**src/rtl/decode_pkg.sv**
```systemverilog
// rtl/decode_pkg.sv - shared decode constants: requester count, formats, units, payload layout
package decode_pkg;

  localparam int DEF_NUM_REQ   = 3;
  localparam int DEF_PAYLOAD_W = 200;
  localparam int DEF_MAJ_ID_W  = 64;
  localparam int DEF_PTR_W     = 2;

  localparam int REQ_A = 0;
  localparam int REQ_B = 1;
  localparam int REQ_D = 2;

  localparam logic [7:0] FMT_I  = 8'b0000_0001;
  localparam logic [7:0] FMT_B  = 8'b0000_0010;
  localparam logic [7:0] FMT_XL = 8'b0000_0100;
  localparam logic [7:0] FMT_D  = 8'b0000_1000;
  localparam logic [7:0] FMT_DS = 8'b0001_0000;
  localparam logic [7:0] FMT_X  = 8'b0010_0000;
  localparam logic [7:0] FMT_XO = 8'b0100_0000;
  localparam logic [7:0] FMT_M  = 8'b1000_0000;

  typedef enum logic [2:0] {
    UNIT_FX = 3'd0,
    UNIT_FP = 3'd1,
    UNIT_VX = 3'd2,
    UNIT_CR = 3'd3,
    UNIT_LS = 3'd4,
    UNIT_BR = 3'd6
  } unit_e;

  typedef enum logic [1:0] {
    REG_RD_NONE = 2'd0,
    REG_RD_GPR  = 2'd1,
    REG_RD_FPR  = 2'd2,
    REG_RD_VR   = 2'd3
  } reg_read_e;

  typedef enum logic [1:0] {
    REG_WR_NONE = 2'd0,
    REG_WR_GPR  = 2'd1,
    REG_WR_FPR  = 2'd2,
    REG_WR_VR   = 2'd3
  } reg_write_e;

  // Payload packing, LSB first; the widths sum to DEF_PAYLOAD_W.
  localparam int OPC_W    = 6;
  localparam int ADDR_W   = 64;
  localparam int UNIT_W   = 3;
  localparam int INS_ID_W = 16;
  localparam int PID_W    = 8;
  localparam int TID_W    = 8;
  localparam int REGRD_W  = 2;
  localparam int REGWR_W  = 2;
  localparam int OPND_W   = 45;
  localparam int BODY_W   = 46;

  localparam int OPC_OFF    = 0;
  localparam int ADDR_OFF   = OPC_OFF + OPC_W;
  localparam int UNIT_OFF   = ADDR_OFF + ADDR_W;
  localparam int INS_ID_OFF = UNIT_OFF + UNIT_W;
  localparam int PID_OFF    = INS_ID_OFF + INS_ID_W;
  localparam int TID_OFF    = PID_OFF + PID_W;
  localparam int REGRD_OFF  = TID_OFF + TID_W;
  localparam int REGWR_OFF  = REGRD_OFF + REGRD_W;
  localparam int OPND_OFF   = REGWR_OFF + REGWR_W;
  localparam int BODY_OFF   = OPND_OFF + OPND_W;
  localparam int PAYLOAD_SUM_W = BODY_OFF + BODY_W;

endpackage

```
**src/rtl/decode_format_arbiter_rr_picker.sv**
```systemverilog
// rtl/decode_format_arbiter_rr_picker.sv - rr_picker: one-hot round-robin pick of a request vector
module rr_picker #(
  parameter int NUM_REQ = 3,
  parameter int PTR_W   = 2
) (
  input  logic [NUM_REQ-1:0] req,
  input  logic [PTR_W-1:0]   ptr,
  output logic [NUM_REQ-1:0] grant
);

  // First pass covers indices at or above ptr, second pass wraps to the low indices.
  always_comb begin
    logic found;
    grant = '0;
    found = 1'b0;
    for (int j = 0; j < NUM_REQ; j++) begin
      if (!found && req[j] && (PTR_W'(j) >= ptr)) begin
        grant[j] = 1'b1;
        found    = 1'b1;
      end
    end
    for (int j = 0; j < NUM_REQ; j++) begin
      if (!found && req[j]) begin
        grant[j] = 1'b1;
        found    = 1'b1;
      end
    end
  end

endmodule

```
**src/rtl/decode_format_arbiter.sv**
```systemverilog
// rtl/decode_format_arbiter.sv - holding buffers + arbiter sharing the decode-to-issue slot
// DECODE_ARB_AGE_PRIORITY_EN selects oldest-majId priority instead of round-robin.
module decode_format_arbiter
  import decode_pkg::*;
#(
  parameter int NUM_REQ   = DEF_NUM_REQ,
  parameter int PAYLOAD_W = DEF_PAYLOAD_W,
  parameter int MAJ_ID_W  = DEF_MAJ_ID_W,
  parameter int PTR_W     = DEF_PTR_W
) (
  input  logic                          clock_i,
  input  logic                          reset_i,
  input  logic [NUM_REQ-1:0]            reqValid_i,
  input  logic [NUM_REQ*PAYLOAD_W-1:0]  reqPayload_i,
  input  logic [NUM_REQ*MAJ_ID_W-1:0]   reqMajId_i,
  output logic [NUM_REQ-1:0]            reqReady_o,
  input  logic                          stall_i,
  output logic                          enable_o,
  output logic [PAYLOAD_W-1:0]          payload_o,
  output logic [MAJ_ID_W-1:0]           majId_o,
  output logic [NUM_REQ-1:0]            grant_o
);

  logic [NUM_REQ-1:0]   held;
  logic [PAYLOAD_W-1:0] held_payload [NUM_REQ];
  logic [MAJ_ID_W-1:0]  held_maj_id  [NUM_REQ];
  logic [PTR_W-1:0]     rr_ptr;
  logic [NUM_REQ-1:0]   pick;
  logic [NUM_REQ-1:0]   grant_now;
  logic                 out_free;
  logic                 grant_any;
  logic [PTR_W-1:0]     win_idx;
  logic [PAYLOAD_W-1:0] win_payload;
  logic [MAJ_ID_W-1:0]  win_maj_id;

  assign out_free = !enable_o || !stall_i;

`ifdef DECODE_ARB_AGE_PRIORITY_EN
  // Strict less-than while scanning upward keeps ties on the lowest index.
  always_comb begin
    logic                found;
    logic [MAJ_ID_W-1:0] best_id;
    pick    = '0;
    found   = 1'b0;
    best_id = '0;
    for (int j = 0; j < NUM_REQ; j++) begin
      if (held[j] && (!found || held_maj_id[j] < best_id)) begin
        pick    = '0;
        pick[j] = 1'b1;
        found   = 1'b1;
        best_id = held_maj_id[j];
      end
    end
  end
`else
  rr_picker #(
    .NUM_REQ (NUM_REQ),
    .PTR_W   (PTR_W)
  ) u_rr_picker (
    .req   (held),
    .ptr   (rr_ptr),
    .grant (pick)
  );
`endif

  assign grant_now  = out_free ? pick : '0;
  assign grant_any  = |grant_now;
  assign reqReady_o = ~held | grant_now;

  always_comb begin
    win_idx     = '0;
    win_payload = '0;
    win_maj_id  = '0;
    for (int j = 0; j < NUM_REQ; j++) begin
      if (grant_now[j]) begin
        win_idx     = PTR_W'(j);
        win_payload = held_payload[j];
        win_maj_id  = held_maj_id[j];
      end
    end
  end

  // Entry data needs no reset: held[] alone says whether a slot is meaningful.
  always_ff @(posedge clock_i) begin
    for (int j = 0; j < NUM_REQ; j++) begin
      if (reqValid_i[j] && reqReady_o[j]) begin
        held_payload[j] <= reqPayload_i[j*PAYLOAD_W +: PAYLOAD_W];
        held_maj_id[j]  <= reqMajId_i[j*MAJ_ID_W +: MAJ_ID_W];
      end
    end
  end

  always_ff @(posedge clock_i or posedge reset_i) begin
    if (reset_i) begin
      held      <= '0;
      rr_ptr    <= '0;
      enable_o  <= 1'b0;
      payload_o <= '0;
      majId_o   <= '0;
      grant_o   <= '0;
    end else begin
      for (int j = 0; j < NUM_REQ; j++) begin
        if (reqValid_i[j] && reqReady_o[j]) begin
          held[j] <= 1'b1;
        end else if (grant_now[j]) begin
          held[j] <= 1'b0;
        end
      end
      if (grant_any) begin
        enable_o  <= 1'b1;
        payload_o <= win_payload;
        majId_o   <= win_maj_id;
        grant_o   <= grant_now;
        rr_ptr    <= (win_idx == PTR_W'(NUM_REQ-1)) ? '0 : win_idx + PTR_W'(1);
      end else if (out_free) begin
        enable_o <= 1'b0;
      end
    end
  end

endmodule

```
**config.mk**
```make
export PLATFORM = sky130hd
export DESIGN_NAME = decode_format_arbiter
export DESIGN_NICKNAME = d
export VERILOG_FILES = /design/src/rtl/decode_pkg.sv /design/src/rtl/decode_format_arbiter_rr_picker.sv /design/src/rtl/decode_format_arbiter.sv
export SDC_FILE = /design/constraint.sdc
export NUM_CORES = 1
export LEC_CHECK = 0
export CAP_MARGIN = 20
export CORE_AREA = 4 4 414 416
export DETAILED_ROUTE_END_ITERATION = 8
export DIE_AREA = 0 0 418 420
export PLACE_DENSITY_LB_ADDON = 0.12
export SYNTH_ARGS = -nofsm -noshare
export SYNTH_HDL_FRONTEND = slang
export SYNTH_SLANG_ARGS = --single-unit
```
**constraint.sdc**
```tcl
create_clock -name clock_i -period 12.6 [get_ports clock_i]
set_clock_uncertainty 0.2 [all_clocks]
set_input_delay 3.15 -clock clock_i [delete_from_list [all_inputs] [get_ports clock_i]]
set_output_delay 3.15 -clock clock_i [all_outputs]
set_load 0.03 [all_outputs]
```
# Yosys cells after proc, flatten, opt, wreduce, memory -nomap -nowiden
# Memory sizes are Yosys's and may differ from the RTL's.
# Cells that the tools add are included.
# Widths: inputs -> output; s select.
[totals] regBits=273 mem_bits_rw=792 in_bits=798 out_inout_bits=271 wordCells=75 memories=2
[classes] add_sub_neg=1 n_lt_le_gt_ge=3 n_eq_ne=1 muxes=34 bitwise=2 n_reduce_logical=24
[memory_table] name="held_payload" depth=3 word_bits=200 read_ports=3 rd_ports_with_merged_regs=0 wr=3 line="decode_format_arbiter.sv:25" source="logic [PAYLOAD_W-1:0] held_payload [NUM_REQ];"
[memory_table] name="held_maj_id" depth=3 word_bits=64 read_ports=3 rd_ports_with_merged_regs=0 wr=3 line="decode_format_arbiter.sv:26" source="logic [MAJ_ID_W-1:0] held_maj_id [NUM_REQ];"
[ops] op="$mux 200" n=3
[ops] op="$mux 64" n=3
[ops] op="$mux 1" n=25
[ops] op="$logic_and 1x1->1" n=11
[ops] op="$reduce_bool 2->1" n=4
[ops] op="$logic_not 1->1" n=7
[ops] op="$ge 1x2->1 const A" n=2
[ops] op="$mux 2" n=2
[ops] op="$mux 3" n=1
[ops] op="$not 3->3" n=1
[ops] op="$or 3x3->3" n=1
[ops] op="$reduce_or 3->1" n=1
[ops] op="$add 2x1->2 const B" n=1
[ops] op="$eq 2x2->1 const B" n=1
[ops] op="$ge 2x2->1 const A" n=1
[ops] op="$logic_or 1x1->1" n=1

# Depth between registers and ports, before layout
# Gate-level depths: netlist of the first run.
[logic_depth] depth_word=25 depth_mapped=6 ltp_nobuf=4

# Cells and area by module
# From an unflattened synthesis of the first run, not the netlist that was laid out.
[hier_totals] cells_unflattened=2362 area_unflattened_um2=38136.6
[modules_own_cells] mod="decode_format_arbiter" instances=1 cells_per_inst=2351 area_per_inst_um2=38066.5 seq_area_each_um2=30614.4
[modules_own_cells] mod="rr_picker" instances=1 cells_per_inst=11 area_per_inst_um2=70.1 seq_area_each_um2=0.0

# Worst setup path after synthesis of the first run
# OpenSTA, ideal clock, no wires.
[synth_path] kind="input port to flip-flop" start="in stall_i" end="mem held_maj_id[0][100] in the netlist's numbering, enable pin" setup_time_ns=0.657 arrival_time_ns=10.369 t_required_ns=11.743 path_slack_ns=1.374 path_stages=5 path_buffers=1 path_cell_list="and2_1 -> a2111oi_4 -> buf_2 -> nand2b_1 -> and2_1"
[synth_lines] item="start, declared" line="decode_format_arbiter.sv:17" source="input logic stall_i,"
[synth_lines] item="end, declared" line="decode_format_arbiter.sv:26"

# Worst setup path in the final report of the first run
[layout_path] start="in stall_i" end="out reqReady_o[1]"
[layout_via] elab_chain_len=4
[layout_rtl] item="$logic_not 1->1" line="decode_format_arbiter.sv:36" source="assign out_free = !enable_o || !stall_i;"
[layout_rtl] item="$logic_or 1x1->1" line="decode_format_arbiter.sv:36"
[layout_rtl] item="$mux 3" line="decode_format_arbiter.sv:66" source="assign grant_now = out_free ? pick : '0;"
[layout_rtl] item="$or 3x3->3" line="decode_format_arbiter.sv:68" source="assign reqReady_o = ~held | grant_now;"
[layout_rtl] item="end, declared" line="decode_format_arbiter.sv:16" source="output logic [NUM_REQ-1:0] reqReady_o,"
# Every way passes these cells.

==> reports/results.txt, run 1 <==
status: finished clean
sequential share of the synthesized area: 84.35%
worst path cell trace: clkdlybuf4s50_1 > and2_1 > a2111oi_4 > buf_4 > nand2b_1 > clkdlybuf4s50_1
RSZ-0062 raised after global routing: no
CP bufs+invs: 3
1st-pass router iterations: 5
die height: 420 um
Peak Freq: 108.6 MHz
routed wl met2: 77.79 mm
final setup TNS: 0 ps
Area Overhead vs Synth: 48.31%
Slowest cell on crit path: buf_4
Final Net Count: 3,642
placed cell count: 4,925
largest net degree at the start of global routing: 127
design area: 53,830 um2
Remaining DRCs: 0
met3 wire length: 10.51 mm
CP required: 9250 ps
die area: 175,600 um2
power per standard cell area: 245.3 nW/um2
post-CTS setup buffers: 0
Max-Cap Viols: 0
Final ANT Viol Nets: 0
Synth area leader: edfxtp_1
stages on the worst setup path: 6
Cells after Synth: 1,744
Post-Route M1 WL: 54.69 mm
CP Launch Type: input port
TritonCTS clock tree: yes
Sw Pwr: 0.004502 W
io pins: 1,069
peak supply drop: 0.0001790 V
# port buffers: 1,068
fin crit share: 73.05%
share of layout cells above drive strength 1: 7.215%
Yosys cell types: 25
Cell Area, Synth: 36,290 um2
crit-path leading delay family: buffers and inverters
row count: 150
Hold Crit Depth: 1
sequential group share of total power: 40.4%
Sink Count: 1,065
via count: 22,530
ranking of synthesized cells by area: edfxtp_1 (66%), dfrtp_1 (19%), a221o_1 (7.3%)
switching share of power: 34.09%
grt ovf: 0
combinational family with the most area after synthesis: compound AO/OA/AOI/OAI gates
CTS Hold Bufs: 0
GRT Total Usage: 15.97%
Die Span X: 418 um
initial core utilization: 21.70%
clock power share: 27.2%
worst-margin pin slew: 1148 ps
LEAKAGE: 18.96 nW
CP Class: in -> out
fin crit period: 9204 ps
vias in the first global route: 24,450
XOR/XNOR share of the synthesized area: 0%
#FFs+latches synth: 1,065
synth warn: 0
r2r worst-path depth: 6
fin cells: 5,195
Area after DPL: 49,620 um2
Clock H-tree levels: 3
Slew Viols, Final: 0
CTS-repair resized insts: 0
commonest non-fill, non-tap cell in the layout: clkdlybuf4s50_1
CTS buffer count: 120
Worst slew margin: 23.45%
dpl hpwl: 97.66 mm
complex-gate fraction of the synthesized area: 13.95%
# setup viols final: 0
CP dominant cell by count: clkdlybuf4s50_1
final core utilization: 32.19%
clk slew on worst S/H paths: 70 ps
Fin. Hold Viols: 0
final WL: 146.9 mm
crit end category: primary output
adder-cell share of the synthesized area: 0%
worst path arrival time: 5850 ps
Syn Area/Cell: 20.81 um2
Int Power: 0.008703 W
GP Congestion: 0.8046
global-route wire length before repair: 200.5 mm
initial antenna violation count: 65
Vias per Instance: 4.337
mux cell area share after synthesis: 0%
combinational share of power: 32.3%
HP Class: reg -> reg
Clock Latency Late Sink: 740 ps
Avg WL per Cell: 28.28 um
highest-count cells in the layout ignoring fill and taps: clkdlybuf4s50_1 (1,068), edfxtp_1 (792), dfrtp_1 (273)
clk root buf: clkbuf_16
post-synth top area share: 65.53%
CP max stage delay: 720 ps
1st-iter DRT viols: 1,425
top layer in use: met5
largest fanout on the critical path: 52
Net Count, Synth: 2,542
CTS Buffer Depth: 3
Post-Synth Simple-Gate Area: 0.3172%
Core Box Area: 167,200 um2
final timing paths:
kind,startpoint,end,slack (ps)
max in group asynchronous,reset_i,majId_o[18],7300
worst min-delay path,held_payload[0][453],payload_o[53],250
worst max-delay path,stall_i,reqReady_o[1],3400
worst max register to register,rr_ptr[1],held_payload[0][242],8200
worst min register to register,held_payload[0][453],payload_o[53],250
min in group asynchronous,reset_i,payload_o[141],2760
cells in the mapped netlist, drive strengths merged:
master   number
o21ba         1
o31ai         1
nor3b         1
o21bai        1
a22o        264
nand2b        6
a21o          3
edfxtp      792
nand3b        1
o21ai         2
and3b         1
and2          4
inv           3
clkbuf       82
buf          35
o311a         1
a2111oi       1
a311oi        1
a221o       264
nor2          3
nor2b         1
nand2         3
dfrtp       273
routing by layer:
| layer | global-route usage, % | vias to the layer above |
|---|---|---|
| li1 | - | 9673 |
| met2 | 28.96 | 880 |
| met1 | 17.88 | 11740 |
| met3 | 5.164 | 220 |
| met4 | 4.496 | 22 |
| met5 | 0 | - |
sequential cells by signal (all words and copies together) (netlist names):
| register | flops |
|---|---|
| grant_o | 3 |
| held_maj_id | 192 |
| held_payload | 600 |
| held | 3 |
| rr_ptr | 2 |
| enable_o | 1 |
| payload_o | 200 |
| majId_o | 64 |
through the flow:
step,worst slack [ps],hold slack [ps],total power (W)
6_report,3396,249.4,0.01321
3_5_place_dp,3429,263.0,0.009769
2_1_floorplan,1374,255.4,0.007736
3_3_place_gp,3378,256.1,0.009733
5_1_grt,3339,248.7,0.01379
4_1_cts,3415,240.1,0.01344
logic make-up (layout without fill, tap and decap cells):
family,Yosys count,count (layout)
AND/OR/NAND/NOR,20,20
buffers and inverters,120,1328
other,0,39
AO/OA/AOI/OAI,539,539
flip-flops,1065,1065
layout make-up:
class,count,area (um2)
multi-input combinational,559,5214
inverter,3,18.77
tap,2204,2758
clock inverter,49,604.3
clock buffer,181,3482
sequential,1065,30610
fill,16150,113400
timing repair buffer,1095,11040
antenna,39,97.59
power groups by stage:
stage                     clock network, W  logic (W)  registers (W)
after floorplan                          0    0.00145        0.00628
after global placement                   0    0.00435        0.00538
final                              0.00360    0.00427        0.00534
after detailed placement                 0    0.00437        0.00540
after CTS                          0.00371    0.00439        0.00535
after global routing               0.00385    0.00451        0.00543
No activity file was read; power rests on OpenSTA's default activity.
==> run 2, diff against run 1 <==
- CORE_AREA: 4 4 414 416 -> 4 4 420 422
- DIE_AREA: 0 0 418 420 -> 0 0 424 426
- clock period: 12.6 -> 7.73 ns (I/O delays scaled with it)
==> run 2 against run 1 <==
Non-clock buffer count grew 16. Combinational power is 65% higher. Worst setup slack lost 1600 ps. Register-to-register slack got worse by 4500 ps. Clock power up 63%. Critical path type unchanged. Count of clock-buffer cells in the layout rose by 10. Core utilization down 0.88 points. Sequential power increased by 63%. Wire length rose by 0.33%. Worst hold slack gained 16 ps.
==> reports/results.txt, run 2 (synthesized netlist as in run 1, its figures left out) <==
status: finished clean (unchanged)
initial core utilization: 20.97% (was 21.70%)
TritonCTS clock tree: yes (unchanged)
Remaining DRCs: 0 (unchanged)
power per standard cell area: 398.8 nW/um2 (was 245.3 nW/um2)
Vias per Instance: 4.270 (was 4.337)
grt met3 use: 5.490% (was 5.164%)
1st-pass router iterations: 8 (was 5)
CTS Hold Bufs: 0 (unchanged)
# setup viols final: 0 (unchanged)
CTS buffer count: 132 (was 120)
HP Class: reg -> reg (unchanged)
busiest grt layer: met2 (unchanged)
GRT Total Usage: 15.70% (was 15.97%)
final WL: 147.4 mm (was 146.9 mm)
share of layout cells above drive strength 1: 7.953% (was 7.215%)
placed cell count: 5,062 (was 4,925)
total power: 0.02160 W (was 0.01321 W)
CTS Buffer Depth: 3 (unchanged)
combinational share of power: 32.6% (was 32.3%)
post-CTS setup buffers: 0 (unchanged)
die area: 180,600 um2 (was 175,600 um2)
clk root buf: clkbuf_16 (unchanged)
Worst slew margin: 22.37% (was 23.45%)
RSZ-0062 raised after global routing: no (unchanged)
Core Box Area: 173,100 um2 (was 167,200 um2)
fin cells: 5,346 (was 5,195)
CP Launch Type: input port (unchanged)
dpl hpwl: 97.94 mm (was 97.66 mm)
M1 GR Usage: 17.21% (was 17.88%)
highest-count cells in the layout ignoring fill and taps: clkdlybuf4s50_1 (1,068), edfxtp_1 (792), dfrtp_1 (273) (unchanged)
CTS-repair resized insts: 0 (unchanged)
CP Class: in -> out (unchanged)
Slowest cell on crit path: clkdlybuf4s50_1 (was buf_4)
vias in the first global route: 25,080 (was 24,450)
Final ANT Viol Nets: 0 (unchanged)
Area Overhead vs Synth: 49.28% (was 48.31%)
worst path cell trace: clkdlybuf4s50_1 > and2_1 > a2111oi_4 > nand2b_1 > clkdlybuf4s50_1 (was clkdlybuf4s50_1 > and2_1 > a2111oi_4 > buf_4 > nand2b_1 > clkdlybuf4s50_1)
crit-path leading delay family: buffers and inverters (unchanged)
crit end category: primary output (unchanged)
io pins: 1,069 (unchanged)
LEAKAGE: 19.07 nW (was 18.96 nW)
fin crit share: 77.17%
Largest register FFs: 600 (unchanged)
GP Congestion: 0.7925 (was 0.8046)
fin crit period: 5965 ps
Max-Cap Viols: 0 (unchanged)
post-route setup slack: 1765 ps (was 3396 ps)
largest fanout on the critical path: 3 (was 52)
Fin. Hold Viols: 0 (unchanged)
row count: 153 (was 150)
Die Span X: 424 um (was 418 um)
commonest non-fill, non-tap cell in the layout: clkdlybuf4s50_1 (unchanged)
die height: 426 um (was 420 um)
Setup WS pre-CTS: 1776 ps (was 3429 ps)
CP dominant cell by count: clkdlybuf4s50_1 (unchanged)
biggest regs: held_payload: 600 flops, payload_o: 200 flops, held_maj_id: 192 flops (unchanged)
CP max stage delay: 690 ps (was 720 ps)
Avg WL per Cell: 27.57 um (was 28.28 um)
Int Power: 0.01419 W (was 0.008703 W)
CP bufs+invs: 2 (was 3)
sequential group share of total power: 40.2% (was 40.4%)
clock power share: 27.2% (about the same)
grt ovf: 0 (unchanged)
Sink Count: 1,065 (unchanged)
final setup TNS: 0 ps (unchanged)
switching share of power: 34.31% (was 34.09%)
1st-iter DRT viols: 1,518 (was 1,425)
via count: 22,830 (was 22,530)
Final Net Count: 3,670 (was 3,642)
Reg with most FFs: held_payload (unchanged)
Slew Viols, Final: 0 (unchanged)
CP required: 5600 ps (was 9250 ps)
Sw Pwr: 0.007412 W (was 0.004502 W)
Clock H-tree levels: 4 (was 3)
Peak Freq: 167.6 MHz
clk slew on worst S/H paths: 60 ps (was 70 ps)
Clock Latency Late Sink: 770 ps (was 740 ps)
peak supply drop: 0.0002680 V (was 0.0001790 V)
Layout fillers: 17,050 (was 16,150)
# port buffers: 1,068 (unchanged)
met2 global-route usage: 27.28% (was 28.96%)
worst path arrival time: 3830 ps (was 5850 ps)
worst-margin pin slew: 1164 ps (was 1148 ps)
largest net degree at the start of global routing: 140 (was 127)
initial antenna violation count: 69 (was 65)
global-route wire length before repair: 200.9 mm (was 200.5 mm)
## run 2: cell count changes in the layout (fill, tap and decap cells not counted), sizes merged
cell,change
diode,+2
bufinv,-8
clkbuf,+10
buf,+16
clkinv,+1
inv,+6
clkinvlp,+3
## run 2: final cells by class
type	instances	area [um2]	area share, %
Tap cell	2325	2909	5.369
Clock inverter	51	377.9	0.6974
Inverter	3	15.01	0.02771
Timing Repair Buffer	1111	11240	20.74
Clock buffer	191	3707	6.843
Sequential cell	1065	30610	56.51
Antenna cell	41	102.6	0.1894
Multi-Input combinational cell	559	5214	9.623
## run 2: metal layers
layer  part of all wire (%)  up-vias
met5                   0.14        -
li1                       -     9749
met4                    3.2       32
met3                    7.6      250
met1                     37    11850
met2                     52      951
## run 2: power by group through the flow
stage / Combinational (W) / Clock (W) / Sequential, W
after floorplan: 0.00237 / 0 / 0.0101
after global placement: 0.00718 / 0 / 0.00875
after detailed placement: 0.00721 / 0 / 0.00878
after CTS: 0.00724 / 0.00610 / 0.00871
after global routing: 0.00744 / 0.00633 / 0.00885
final: 0.00704 / 0.00588 / 0.00869
## run 2: worst paths after layout
| check | from | to | slack, ps | cells after the start |
|---|---|---|---|---|
| min | held_payload[0][71] | payload_o[71] | 270 | 1 |
| max in group asynchronous | reset_i | majId_o[49] | 4640 | 4 |
| max reg2reg | rr_ptr[1] | majId_o[12] | 3660 | 7 |
| min reg2reg | held_payload[0][71] | payload_o[71] | 270 | 1 |
| min in group asynchronous | reset_i | payload_o[133] | 1280 | 2 |
| max | stall_i | reqReady_o[1] | 1770 | 5 |
## run 2: metrics by stage
| stage | area [um2] | util, % | hold WS (ps) |
|---|---|---|---|
| 2_1_floorplan | 36300 | - | 255.4 |
| 3_5_place_dp | 49970 | 28.88 | 261.5 |
| 3_3_place_gp | 49970 | 28.88 | 256.3 |
| 4_1_cts | 54060 | 31.24 | 265.0 |
| 5_1_grt | 54150 | 31.29 | 281.3 |
| 6_report | 54180 | 31.31 | 265.5 |
==> run 3, diff against run 2 <==
- clock period: 7.73 -> 5.4 ns (I/O delays scaled with it)
==> run 3 against run 2 <==
Via count shrank 0.29%. Sequential share of layout area about the same. First-iteration DRC count decreased by 2.6%. Global-route usage is essentially flat. Largest cell class unchanged. Largest power group unchanged.
==> reports/results.txt, run 3 (synthesized netlist as in run 1, its figures left out) <==
status: finished clean (unchanged)
power per standard cell area: 566.1 nW/um2 (was 398.8 nW/um2)
die height: 426 um (unchanged)
biggest regs: held_payload: 600 flops, payload_o: 200 flops, held_maj_id: 192 flops (unchanged)
Die Span X: 424 um (unchanged)
1st-pass router iterations: 7 (was 8)
peak supply drop: 0.0005652 V (was 0.0002680 V)
Core Box Area: 173,100 um2 (unchanged)
grt ovf: 0 (unchanged)
# setup viols final: 0 (unchanged)
LEAKAGE: 19.10 nW (was 19.07 nW)
Remaining DRCs: 0 (unchanged)
fin crit share: 86.22%
CTS Buffer Depth: 3 (unchanged)
Slew Viols, Final: 0 (unchanged)
Sink Count: 1,065 (unchanged)
CP Class: in -> out (unchanged)
GP Congestion: 0.7983 (was 0.7925)
dpl hpwl: 99.64 mm (was 97.94 mm)
final setup TNS: 0 ps (unchanged)
TritonCTS clock tree: yes (unchanged)
CTS buffer count: 121 (was 132)
RSZ-0062 raised after global routing: no (unchanged)
io pins: 1,069 (unchanged)
CTS Hold Bufs: 0 (unchanged)
Clock H-tree levels: 3 (was 4)
initial core utilization: 20.97% (unchanged)
largest fanout on the critical path: 3 (unchanged)
Clock Latency Late Sink: 760 ps (was 770 ps)
final WL: 147.4 mm (about the same)
Largest register FFs: 600 (unchanged)
CP required: 3850 ps (was 5600 ps)
Reg with most FFs: held_payload (unchanged)
crit end category: primary output (unchanged)
Fin Hold WS: 268.6 ps (was 265.5 ps)
vias in the first global route: 24,760 (was 25,080)
Peak Freq: 214.8 MHz
worst-margin pin slew: 1167 ps (was 1164 ps)
1st-iter DRT viols: 1,478 (was 1,518)
via count: 22,760 (was 22,830)
commonest non-fill, non-tap cell in the layout: clkdlybuf4s50_1 (unchanged)
die area: 180,600 um2 (unchanged)
worst path arrival time: 3110 ps (was 3830 ps)
Vias per Instance: 4.262 (was 4.270)
Area Overhead vs Synth: 49.31% (was 49.28%)
Layout fillers: 16,980 (was 17,050)
post-CTS setup buffers: 0 (unchanged)
CTS-repair resized insts: 0 (unchanged)
highest-count cells in the layout ignoring fill and taps: clkdlybuf4s50_1 (1,066), edfxtp_1 (792), dfrtp_1 (273) (was clkdlybuf4s50_1 (1,068), edfxtp_1 (792), dfrtp_1 (273))
row count: 153 (unchanged)
global-route wire length before repair: 201.9 mm (was 200.9 mm)
share of layout cells above drive strength 1: 8.437% (was 7.953%)
clk root buf: clkbuf_16 (unchanged)
Worst slew margin: 22.19% (was 22.37%)
largest net degree at the start of global routing: 145 (was 140)
GRT Total Usage: 15.68% (was 15.70%)
Avg WL per Cell: 27.59 um (was 27.57 um)
Final Net Count: 3,682 (was 3,670)
initial antenna violation count: 47 (was 69)
HP Class: reg -> reg (unchanged)
Fin. Hold Viols: 0 (unchanged)
clk slew on worst S/H paths: 60 ps (about the same)
Max-Cap Viols: 0 (unchanged)
Final ANT Viol Nets: 0 (unchanged)
CP Launch Type: input port (unchanged)
fin crit period: 4656 ps
# port buffers: 1,068 (unchanged)
run 3: cell count changes in the layout (fill, tap and decap cells not counted), moves of 6 or more:
cell,change
buf_4,+16
buf_12,+9
diode_2,-12
clkbuf_16,-11
inv_6,-6
clkbuf_8,+8
run 3: report_power, final:
part	switching [W]	internal [W]
clock	0.00338	0.00466
combinational	0.00605	0.00414
sequential	0.00105	0.0114
total	0.0105	0.0202
run 3: layout make-up:
cell class / instances / area (um2) / share of cell area, %
antenna: 29 / 72.57 / 0.1339
clock buffer: 185 / 3531 / 6.516
clock inverter: 41 / 316.6 / 0.5841
inverter: 3 / 15.01 / 0.02771
multi-input combinational: 559 / 5214 / 9.621
sequential: 1065 / 30610 / 56.49
tap: 2325 / 2909 / 5.368
timing repair buffer: 1134 / 11520 / 21.26
run 3: critical path, cell delays in order:
cell and delay, ps:
clkdlybuf4s50_1 420, and2_1 210, o21ai_0 330, clkdlybuf4s50_1 780
run 3: metrics by stage:
step / total power (W) / area (um2) / setup WS (ps) / std cells / util (%)
2_1_floorplan: 0.01772 / 36300 / 240.6 / 1744 / -
3_3_place_gp: 0.02293 / 50270 / 664.2 / 5086 / 29.05
3_5_place_dp: 0.02305 / 50270 / 721.2 / 5086 / 29.05
4_1_cts: 0.03131 / 54120 / 701.7 / 5312 / 31.27
5_1_grt: 0.03210 / 54170 / 644.6 / 5332 / 31.30
6_report: 0.03068 / 54190 / 744.0 / 5341 / 31.31
run 3: worst paths after layout:
kind                                      start        endpoint  slack, ps  cells after the start
setup / recovery                        stall_i   reqReady_o[0]        740                      4
hold / removal             held_payload[0][400]    payload_o[0]        270                      1
setup reg to reg                      rr_ptr[1]   payload_o[36]       2400                      6
hold reg to reg            held_payload[0][400]    payload_o[0]        270                      1
max in group asynchronous               reset_i   payload_o[75]       3070                      4
min in group asynchronous               reset_i  payload_o[114]        850                      2
run 3: layer usage:
layer | up-vias | track usage (%) | part of all wire (%)
met3 | 226 | 4.687 | 6.8
met4 | 22 | 5.396 | 2.7
met1 | 11890 | 18.06 | 38
met5 | - | 0 | 0.10
met2 | 875 | 27.65 | 52
li1 | 9751 | - | -
==> patch 1, RTL diff (settings of run 2) <==
`DEF_PTR_W`: 2 -> 3.
--- a/src/rtl/decode_pkg.sv
+++ b/src/rtl/decode_pkg.sv
@@ -6,3 +6,3 @@
   localparam int DEF_MAJ_ID_W  = 64;
-  localparam int DEF_PTR_W     = 2;
+  localparam int DEF_PTR_W     = 3;
 
Function: not settled (the Yosys comparison gave no result); the edit may change what the design does.
==> patch 1 against run 2 <==
- power up 17%
- sequential cell count up 1
- setup slack worse by 0.43 ns
- hold slack better by 0.018 ns
- sequential share of layout area down 1.7 points
- count of clock-buffer cells in the layout up 6
- routed wire length up 10%
- synthesized area up 4.6%
- cell area up 3.2%
- critical endpoint is now reqReady_o[0]
- highest routed layer unchanged
==> patch 1: results (changes against run 2) <==
The headroom to the max-slew limit is 21.8% (was 22.4%). The global-route met2 utilization came out at 29.8% (was 27.3%). The HPWL after detailed placement came to 109000 um (was 97900 um). The fraction of final layout cells sized beyond drive strength 1 is 6.61% (was 7.95%).

The total wirelength of the detailed-routed design is 162000 um (was 147000 um). The worst-path maximum fanout came out at 22 (was 3). The latest clock arrival within the worst-skew pair is 0.76 ns. The compound-gate portion of the synthesized area is 8.10% (was 14.0%). The global-route wire length before repair is 221000 um (was 201000 um).

The maximum number of pins on one net before global-route repair is 139 (was 140). The sequential share of the synthesized area came out at 80.7% (was 84.4%). The number of nets in the layout is 4487 (was 3670).

The global routing usage on met1 is 20.3% (was 17.2%). The global placement routability congestion is 0.805 (was 0.793). Run status: complete, no violations (unchanged). The static power due to leakage is 18.8 nW (was 19.1 nW). The layout filler cell count came out at 17400 (was 17100). The share of synthesized cell area in full adder, half adder and majority cells is 0% (unchanged). The deepest level of the CTS H-tree came out at 4 (unchanged).

The initial antenna violation count came out at 62 (was 69). The number of cells upsized or downsized after cts came out at 0 (unchanged). The fraction of met3 tracks used by global routing is 5.43% (was 5.49%). The via count of the first global-routing pass came out at 27100 (was 25100). The internal power contribution was 15.3 mW (was 14.2 mW).

The number of vias in the routed layout is 26500 (was 22800). The overall track demand over capacity in global routing was 17.3% (was 15.7%). The critical path's largest stage delay came out at 0.72 ns (was 0.69 ns). The data arrival time of the critical path came to 4.26 ns (was 3.83 ns). The worst hold path stage count came out at 1 (unchanged). The net count after synthesis is 3399 (was 2542). Commonest cells in the netlist: 792 x edfxtp_1, 533 x nand2_1, 274 x dfrtp_1 (was 792 x edfxtp_1, 273 x dfrtp_1, 264 x a221o_1, 264 x a22o_1, 82 x clkbuf_1). The worst reg-to-reg path cell count is 7 (unchanged). The worst voltage drop across the vdd grid is 0.000478 V (was 0.000268 V). The starting DRC count in detailed routing is 1523 (was 1518). Synth top area cells: edfxtp_1 63%, dfrtp_1 18%, nand2_1 5.3%, a31oi_1 4.3%, nor3_1 3.5% (was edfxtp_1 66%, dfrtp_1 19%, a221o_1 7.3%, a22o_1 6.4%, clkbuf_1 0.85%). The xor and xnor area share after synthesis was 0% (unchanged).

The placed instance area is 0.0516 mm2 (was 0.0500 mm2). The first-pass iteration count of the detailed router is 5 (was 8). The fraction of registers with async set or reset after synthesis came to 25.7% (was 25.6%).

The number of unique standard cell types used by synthesis came out at 28 (was 25). The yosys synthesis warning count came out at 0 (unchanged). The number of buffers inserted by port buffering is 1068 (unchanged).
-- patch 1: path summary, 6_finish.rpt --
kind	from	end	slack (ns)
max in group asynchronous	reset_i	payload_o[91]$_DFFE_PP0P_	4.44
setup / recovery	stall_i	reqReady_o[0]	1.34
min in group asynchronous	reset_i	payload_o[159]$_DFFE_PP0P_	1.37
setup reg to reg	held[1]$_DFFE_PP0P_	payload_o[112]$_DFFE_PP0P_	3.75
hold reg to reg	grant_o[1]$_DFFE_PP0P_	grant_o[1]$_DFFE_PP0P_	0.28
hold / removal	grant_o[1]$_DFFE_PP0P_	grant_o[1]$_DFFE_PP0P_	0.28
-- patch 1: layout make-up --
cell class	instances	area, um2	area share [%]
Tap cell	2325	2910	5.20
Timing Repair Buffer	1131	11400	20.4
Inverter	2	11.3	0.0201
Sequential cell	1066	30600	54.8
Clock buffer	197	3790	6.79
Antenna cell	40	100	0.179
Clock inverter	47	455	0.815
Multi-Input combinational cell	1356	6590	11.8
-- patch 1: stage by stage --
| step | cells | setup slack, ns |
|---|---|---|
| global placement | 5880 | 1.26 |
| global route | 6149 | 1.19 |
| CTS | 6124 | 1.25 |
| finish | 6164 | 1.34 |
| detailed placement | 5880 | 1.26 |
| floorplan | 2601 | 1.05 |
-- patch 1: routing by layer --
metal  wire (um)  share of wire [%]  vias to the layer above
met5         162               0.10                        -
met4        4690                2.9                       24
met2       81900                 51                      919
li1            -                  -                    12000
met3       11200                6.9                      248
met1       64200                 40                    13300
-- patch 1: power by group through the flow --
stage,clock [mW],combinational [mW],sequential [mW]
6_report,6.12,10.1,9.13
5_1_grt,6.57,10.9,9.30
4_1_cts,6.32,10.4,9.15
3_5_place_dp,0,10.4,9.24
3_3_place_gp,0,10.3,9.22
2_1_floorplan,0,4.15,10.7
==> patch 2, RTL diff (flow settings as in run 2) <==
Made on the original files. Reset style: synchronous (`reset_i`), changed in one clocked block.
--- a/src/rtl/decode_format_arbiter.sv
+++ b/src/rtl/decode_format_arbiter.sv
@@ -92,3 +92,3 @@
 
-  always_ff @(posedge clock_i or posedge reset_i) begin
+  always_ff @(posedge clock_i) begin
     if (reset_i) begin
Formal check against the unedited RTL: not equivalent (Yosys sat finds a counterexample within 4 cycles, from zero or initial values and one cycle with reset_i high; the reset may be asserted at any time).
==> patch 2 against run 2 <==
- routed wire length up 5.6%
- sequential cell count unchanged
- via count increased by 7.2%
- cell area grew 1.7%
- setup slack worse by 0.29 ns
- maximum frequency decreased by 4.6%
- die area did not move
- synthesized area increased by 2.3%
- hold slack worse by 0.018 ns
- final cell count increased by 10%
Power is not compared: it rests on default switching activity, and its combinational part moved more than twofold at a synthesized area within 25%.
==> patch 2: results (changes against run 2) <==
The wire length per cell was 26.5 um (was 27.6 um). The deepest level of the CTS H-tree is 4 (unchanged). The count of flip-flops with a built-in enable after synthesis is 792 (unchanged). The starting DRC count in detailed routing is 1378 (was 1518). The fraction of final layout cells sized beyond drive strength 1 was 6.77% (was 7.95%).

Largest registers in the final layout: held_payload: 600 flops, payload_o: 200 flops, held_maj_id: 192 flops (unchanged). The count of buffers added by post-CTS timing repair for setup came out at 0 (unchanged). The placed cell count was 5597 (was 5062). The sequential share of the synthesized area came out at 78.8% (was 84.4%).

The number of unique standard cell types used by synthesis was 25 (unchanged). The final instance count without filler cells came out at 5881 (was 5346). The data arrival time of the critical path came out at 4.12 ns (was 3.83 ns). The headroom to the max-slew limit came to 28.4% (was 22.4%). The average cell area after synthesis is 16.0 um2 (was 20.8 um2). The reported max-cap violation count came out at 0 (unchanged). Commonest cells in the netlist: 792 x edfxtp_1, 533 x inv_1, 273 x dfxtp_1 (was 792 x edfxtp_1, 273 x dfrtp_1, 264 x a221o_1, 264 x a22o_1, 82 x clkbuf_1). The initial antenna violation count came out at 76 (was 69). The yosys synthesis warning count came out at 0 (unchanged).

The via count of the first global-routing pass came out at 24900 (was 25100). The fraction of met3 tracks used by global routing came to 5.97% (was 5.49%). The overall track demand over capacity in global routing is 16.5% (was 15.7%). The HPWL after detailed placement came to 105000 um (was 97900 um).

The number of nets in the layout came out at 4203 (was 3670). The count of endpoints failing hold in the final timing report came out at 0 (unchanged). Synth top area cells: edfxtp_1 64%, dfxtp_1 15%, a221o_1 7.1%, o32ai_1 6.2%, inv_1 5.4% (was edfxtp_1 66%, dfrtp_1 19%, a221o_1 7.3%, a22o_1 6.4%, clkbuf_1 0.85%).

The global placement routability congestion came out at 0.810 (was 0.793). The internal power contribution came out at 11.2 mW. The type of the tightest min-delay check is flip-flop to flip-flop (unchanged). The maximum number of pins on one net before global-route repair is 129 (was 140). The clock input transition at the sequential cells of the worst setup and hold paths came out at 0.05 ns. The routed via count divided by cell count came to 4.16 (was 4.27). The CTS buffer count came out at 131 (was 132). The static power due to leakage is 19.5 nW. The net count after synthesis is 3114 (was 2542).

The first-pass iteration count of the detailed router came out at 5 (was 8). The global routing usage on met1 is 18.3% (was 17.2%). The global-route wire length before repair is 208000 um (was 201000 um).

The global-route met2 utilization came out at 28.6% (was 27.3%). The worst-path maximum fanout came out at 6 (was 3). The fraction of registers with async set or reset after synthesis came out at 0% (was 25.6%). The placed instance area came to 0.0507 mm2 (was 0.0500 mm2).

The number of buffers inserted by port buffering is 1068 (unchanged). The latest clock arrival within the worst-skew pair came out at 0.79 ns (was 0.77 ns). IR analysis of the VDD net gives a maximum drop of 0.000211 V. The number of cells upsized or downsized after cts is 0 (unchanged). The clock root buffer is clkbuf_16 (unchanged). Run status: complete, no violations (unchanged). The worst setup timing slack at the placement stage came to 1.48 ns (was 1.78 ns). The maximum buffer depth of the clock tree is 3 (unchanged).
==> patch 2: per-layer routing <==
layer	share of wire, %	vias up
li1	-	11100
met2	52	861
met1	38	12200
met5	0.15	-
met3	7.4	255
met4	3.1	32
==> patch 2: critical path, stage by stage <==
cell and delay [ns]:
clkdlybuf4s50_1 0.48, nand2_1 0.26, o21ai_0 0.26, o21ai_0 0.33, clkdlybuf4s50_1 0.85
==> patch 2: cells by family after synthesis <==
group	count (synthesis)	synth area share [%]
AND/OR/NAND/NOR	23	0.344
buffers and inverters	679	7.18
AO/OA/AOI/OAI	549	13.7
flip-flops	1065	78.8
==> patch 2: layout make-up <==
cell class | instances | area [um2]
multi-input combinational | 572 | 5280
fill | 17300 | 118000
clock buffer | 187 | 3690
timing repair buffer | 1102 | 11200
sequential | 1065 | 29200
clock inverter | 56 | 619
inverter | 533 | 2000
antenna | 41 | 103
tap | 2325 | 2910
==> patch 2: path summary, 6_finish.rpt <==
kind | startpoint | to | slack, ns | depth (start not counted)
hold reg to reg | held_payload[0][135]$_DFFE_PP_ | payload_o[135]$_SDFFE_PP0P_ | 0.25 | 1
setup / recovery | stall_i | reqReady_o[1] | 1.48 | 5
setup reg to reg | rr_ptr[0]$_SDFFE_PP0P_ | held_payload[0][541]$_DFFE_PP_ | 4.28 | 5
hold / removal | held_payload[0][135]$_DFFE_PP_ | payload_o[135]$_SDFFE_PP0P_ | 0.25 | 1
==> patch 2: power by group through the flow <==
stage,sequential (mW),combinational [mW],clock (mW)
6_report,6.87,2.08,6.17
4_1_cts,6.87,2.13,6.40
3_5_place_dp,6.98,2.12,0
3_3_place_gp,6.98,2.11,0
5_1_grt,6.91,2.20,6.64
2_1_floorplan,7.34,0.553,0
